$ cat config.mk
export PLATFORM = sky130hd
export DESIGN_NAME = sp1_div
export DESIGN_NICKNAME = d
export VERILOG_FILES = /design/src/rtl/sp1_div.sv
export SDC_FILE = /design/constraint.sdc
export NUM_CORES = 1
export LEC_CHECK = 0
export CAP_MARGIN = 10
export CORE_MARGIN = 2
export CORE_UTILIZATION = 45
export DETAILED_ROUTE_END_ITERATION = 6
export PLACE_DENSITY_LB_ADDON = 0.1
export SLEW_MARGIN = 20
export SYNTH_ARGS = -nofsm -noshare
export SYNTH_HDL_FRONTEND = slang
export SYNTH_SLANG_ARGS = --single-unit
export TNS_END_PERCENT = 20
$ cat constraint.sdc
create_clock -name clk -period 3.99 [get_ports clk]
set_clock_uncertainty 0.1 [all_clocks]
set_input_delay 0.399 -clock clk [delete_from_list [all_inputs] [get_ports clk]]
set_output_delay 0.399 -clock clk [all_outputs]
set_load 0.005 [all_outputs]
$ cat src/rtl/sp1_div.sv
// rtl/sp1_div.sv - iterative unsigned restoring divider, one quotient bit per clock
// Define SP1_DIV_REM_EN to build the remainder register; otherwise r is tied to zero.
module sp1_div #(
   parameter int DW = 8
) (
   input  logic          clk,
   input  logic          rst,
   input  logic          req,
   input  logic [DW-1:0] a0,
   input  logic [DW-1:0] a1,
   output logic          ready,
   output logic          done,
   output logic [DW-1:0] q,
   output logic [DW-1:0] r,
   output logic          dz
);
   localparam int CW = $clog2(DW) + 1;
   localparam logic [CW-1:0] LAST = CW'(DW - 1);

   typedef enum logic [1:0] {S_IDLE = 2'd0, S_RUN = 2'd1, S_DONE = 2'd2} state_t;

   state_t        r_state;
   logic [CW-1:0] r_cnt;
   logic [DW-1:0] r_dvd;
   logic [DW-1:0] r_dvs;
   logic [DW-1:0] r_p;
   logic [DW-1:0] r_q;
   logic          r_done;
   logic          r_dz;
   logic [DW:0]   w_shift;
   logic [DW:0]   w_t;
   logic          w_borrow;
   logic [DW-1:0] w_p_next;
   logic [DW-1:0] w_dvd_next;

   // P never reaches the divisor, so its top bit is always zero and is not stored;
   // for the same reason a borrow always lands in bit DW of T.
   assign w_shift    = {r_p, r_dvd[DW-1]};
   assign w_t        = w_shift - {1'b0, r_dvs};
   assign w_borrow   = w_t[DW];
   assign w_p_next   = w_borrow ? w_shift[DW-1:0] : w_t[DW-1:0];
   assign w_dvd_next = {r_dvd[DW-2:0], ~w_borrow};

`ifdef SP1_DIV_REM_EN
   logic [DW-1:0] r_r;
   assign r = r_r;
`else
   assign r = '0;
`endif

   always_ff @(posedge clk or posedge rst) begin
      if (rst) begin
         r_state <= S_IDLE;
         r_cnt   <= '0;
         r_dvd   <= '0;
         r_dvs   <= '0;
         r_p     <= '0;
         r_q     <= '0;
         r_done  <= 1'b0;
         r_dz    <= 1'b0;
`ifdef SP1_DIV_REM_EN
         r_r     <= '0;
`endif
      end else begin
         case (r_state)
            S_IDLE: begin
               if (req) begin
                  r_dvd <= a0;
                  r_dvs <= a1;
                  r_p   <= '0;
                  r_cnt <= '0;
                  r_dz  <= 1'b0;
                  if (a1 != '0) begin
                     r_state <= S_RUN;
                  end else begin
                     r_state <= S_DONE;
                     r_done  <= 1'b1;
                     r_q     <= '1;
                     r_dz    <= 1'b1;
`ifdef SP1_DIV_REM_EN
                     r_r     <= a0;
`endif
                  end
               end
            end
            S_RUN: begin
               r_dvd <= w_dvd_next;
               r_p   <= w_p_next;
               r_cnt <= r_cnt + CW'(1);
               if (r_cnt == LAST) begin
                  r_q     <= w_dvd_next;
`ifdef SP1_DIV_REM_EN
                  r_r     <= w_p_next;
`endif
                  r_done  <= 1'b1;
                  r_state <= S_DONE;
               end
            end
            S_DONE: begin
               r_done  <= 1'b0;
               r_state <= S_IDLE;
            end
            default: begin
               r_done  <= 1'b0;
               r_state <= S_IDLE;
            end
         endcase
      end
   end

   assign ready = (r_state == S_IDLE);
   assign done  = r_done;
   assign q     = r_q;
   assign dz    = r_dz;

endmodule

==> results.sh <==
export IMPL_tightest_slew_ps=972.6
export IMPL_insertion_delay_ps=290
export IMPL_worstSetupPathType="register to register"
export IMPL_place_area_mm2=0.002432
export IMPL_hold_violations=0
export IMPL_clock_sinks=40
export IMPL_grt_max_degree=31
export IMPL_cts_tree="built"
export IMPL_synth_top_area_share=0.4709
export IMPL_port_buffers=29
export IMPL_end_kind="register"
export IMPL_drv_slew=0
export IMPL_routabilityCongestion=0.7894
export IMPL_async_reset_ff_frac=1.000
export IMPL_via_per_inst=5.309
export IMPL_tns_ps=0
export IMPL_synthFlopType="dfrtp_1"
export IMPL_start_util=0.4592
export IMPL_cp_start_kind="register"
export IMPL_power_density_mw_per_mm2=907.4
export IMPL_fin_crit_ps=3031
export IMPL_synth_seq_area_share=0.4709
export IMPL_yosysTopAreaCell="dfrtp_1"
export IMPL_cts_resized=0
export IMPL_met3_wirelength_um=183
export IMPL_vias=1614
export IMPL_critPathArrivalTime_ps=3090
export IMPL_numPlacedInstances=297
export IMPL_fillCellCount=456
export IMPL_mostFrequentLayoutCells="dfrtp_1 (40), nand2_1 (36), clkdlybuf4s50_1 (29)"
export IMPL_dr_pass1_iters=4
export IMPL_fin_area_mm2=0.002512
export IMPL_finalSetupViolCount=0
export IMPL_highest_layer="met4"
export IMPL_drive_gt1_frac=0.07200
export IMPL_drt_iter0_drc=62
export IMPL_cts_root_buffer="clkbuf_8"
export IMPL_layout_commonest_cell="dfrtp_1"
export IMPL_nets=279
export IMPL_drt_met1_wl_mm=2.077
export IMPL_postRouteAntennaNets=0
export IMPL_die_y_um=72.73
export IMPL_drc=0
export IMPL_holdBufCountCts=0
export IMPL_multi_input_area_mm2=0.001008
export IMPL_cts_buffers=5
export IMPL_rows=25
export IMPL_cts_buffer_depth=2
export IMPL_clk_pin_slew_ps=70
export IMPL_regArea_mm2=0.001001
export IMPL_diodes=0
export IMPL_ctsHtreeMaxLevel=2
export IMPL_die_area_mm2=0.005290
export IMPL_timing_fmax_ghz=0.3299
export IMPL_p_leak_nw=1.109
export IMPL_fp_dieW_um=72.73
export IMPL_yosys_warnings=0
export IMPL_fin_crit_sh=0.7597
export IMPL_grt_pass1_vias=1514
export IMPL_dp_hpwl_mm=3.087
export IMPL_holdCritPathClass="register to register"
export IMPL_cts_setup_buffers=0
export IMPL_avgSynthCellArea_um2=9.576
export IMPL_grt_overflow_total=0
export IMPL_syn_inst=222
export IMPL_status="finished clean"
export IMPL_ioPinCount=38
export IMPL_wl_met2_mm=1.983
export IMPL_wl_per_cell_um=14.13
export IMPL_path_max_fanout=11
export IMPL_synth_cell_types=41
export IMPL_synthToLayoutAreaGrowth_pct=18.19
export IMPL_synth_seq_cells=40
export IMPL_max_cap_viol_count=0
export IMPL_core_area_mm2=0.004629
export IMPL_routed_wl_mm=4.296
export IMPL_final_instance_count_excl_fill=304
export IMPL_rsz0062_at_grt="no"
export IMPL_ir_drop_mv=0.3606
export IMPL_fin_util=0.5427
export IMPL_grtUsageTotal=0.1754
export IMPL_maxSlewHeadroom=0.3509
export IMPL_antenna_found_initial=0
export IMPL_synth_area_mm2=0.002126
export IMPL_synth_area_top_cells="dfrtp_1 (47%), nand2_1 (6.4%), ha_1 (5.3%)"
export IMPL_required_ps=4040
export IMPL_synth_edff_count=0
export IMPL_grt_pass1_wl_mm=7.176
## logic make-up after synthesis
| family | share of synthesized area |
|---|---|
| other | 0.001764 |
| AOI/OAI and AO/OA | 0.1701 |
| muxes | 0.03767 |
| DFF | 0.4709 |
| and+or+nand+nor | 0.1536 |
| xor gates and xnor gates | 0.03296 |
| adders and majority gates | 0.06239 |
| buffers and inverters | 0.07063 |
## synthesized netlist by cell type, drive strengths merged (7+ instances only)
cell and number:
inv 12, ha 9, nor2 13, a21oi 11
mux2i 8, dfrtp 40, a31oi 9, nand3 10
o22a 7, buf 9, clkbuf 9, o21ai 16
nand2 36
## metal layers
layer | up-vias | global-route usage
met5 | - | 0
met4 | 0 | 0.05967
met3 | 7 | 0.04144
met2 | 36 | 0.2768
met1 | 764 | 0.2374
li1 | 807 | -
## per-stage QoR
| step | worst slack, ps | hold slack [ps] | power, mW |
|---|---|---|---|
| 2_1_floorplan | 1442 | 349.7 | 1.759 |
| 3_3_place_gp | 970.8 | 365.2 | 2.023 |
| 3_5_place_dp | 923.4 | 362.3 | 2.045 |
| 4_1_cts | 896.1 | 382.7 | 2.309 |
| 5_1_grt | 759.6 | 406.8 | 2.494 |
| 6_report | 958.8 | 378.4 | 2.280 |
## layout make-up
cell class | count | share of cell area
Tap cell | 54 | 0.02689
Clock inverter | 1 | 0.001992
Multi-Input combinational cell | 159 | 0.4014
Clock buffer | 6 | 0.02888
Timing Repair Buffer | 32 | 0.1245
Sequential cell | 40 | 0.3984
Inverter | 12 | 0.01793
## report_power, final
group | switching (mW) | internal (mW)
combinational | 0.668 | 0.626
clock | 0.133 | 0.119
sequential | 0.128 | 0.607
total | 0.928 | 1.35
## worst max-delay path, cell delays in order (launching register included)
cell and delay (ps):
dfrtp_1 360, inv_1 90, ha_1 150, inv_1 60, fa_1 420, a211oi_2 290
nor3_2 80, mux2i_1 160, a2111oi_4 840, mux2i_1 270, o21ai_1 70
## worst paths after layout
kind,slack (ps),start,to,cells after the start
setup reg to reg,960,r_dvd[7]$_DFFE_PP0P_,r_p[2]$_DFFE_PP0P_,10
min in group asynchronous,540,rst,q[1]$_DFFE_PP0P_,2
hold / removal,380,dz$_DFFE_PP0P_,dz$_DFFE_PP0P_,2
max in group asynchronous,2470,rst,r_cnt[2]$_DFFE_PP0P_,3
hold reg to reg,380,dz$_DFFE_PP0P_,dz$_DFFE_PP0P_,2
setup / recovery,960,r_dvd[7]$_DFFE_PP0P_,r_p[2]$_DFFE_PP0P_,10
## flip-flops by register name, indices dropped and copies added, names as in the netlist
register	cells
done	1
dz	1
q	8
r_cnt	4
r_dvd	8
r_dvs	8
r_p	8
r_state	2
No activity file was read; power rests on OpenSTA's default activity.
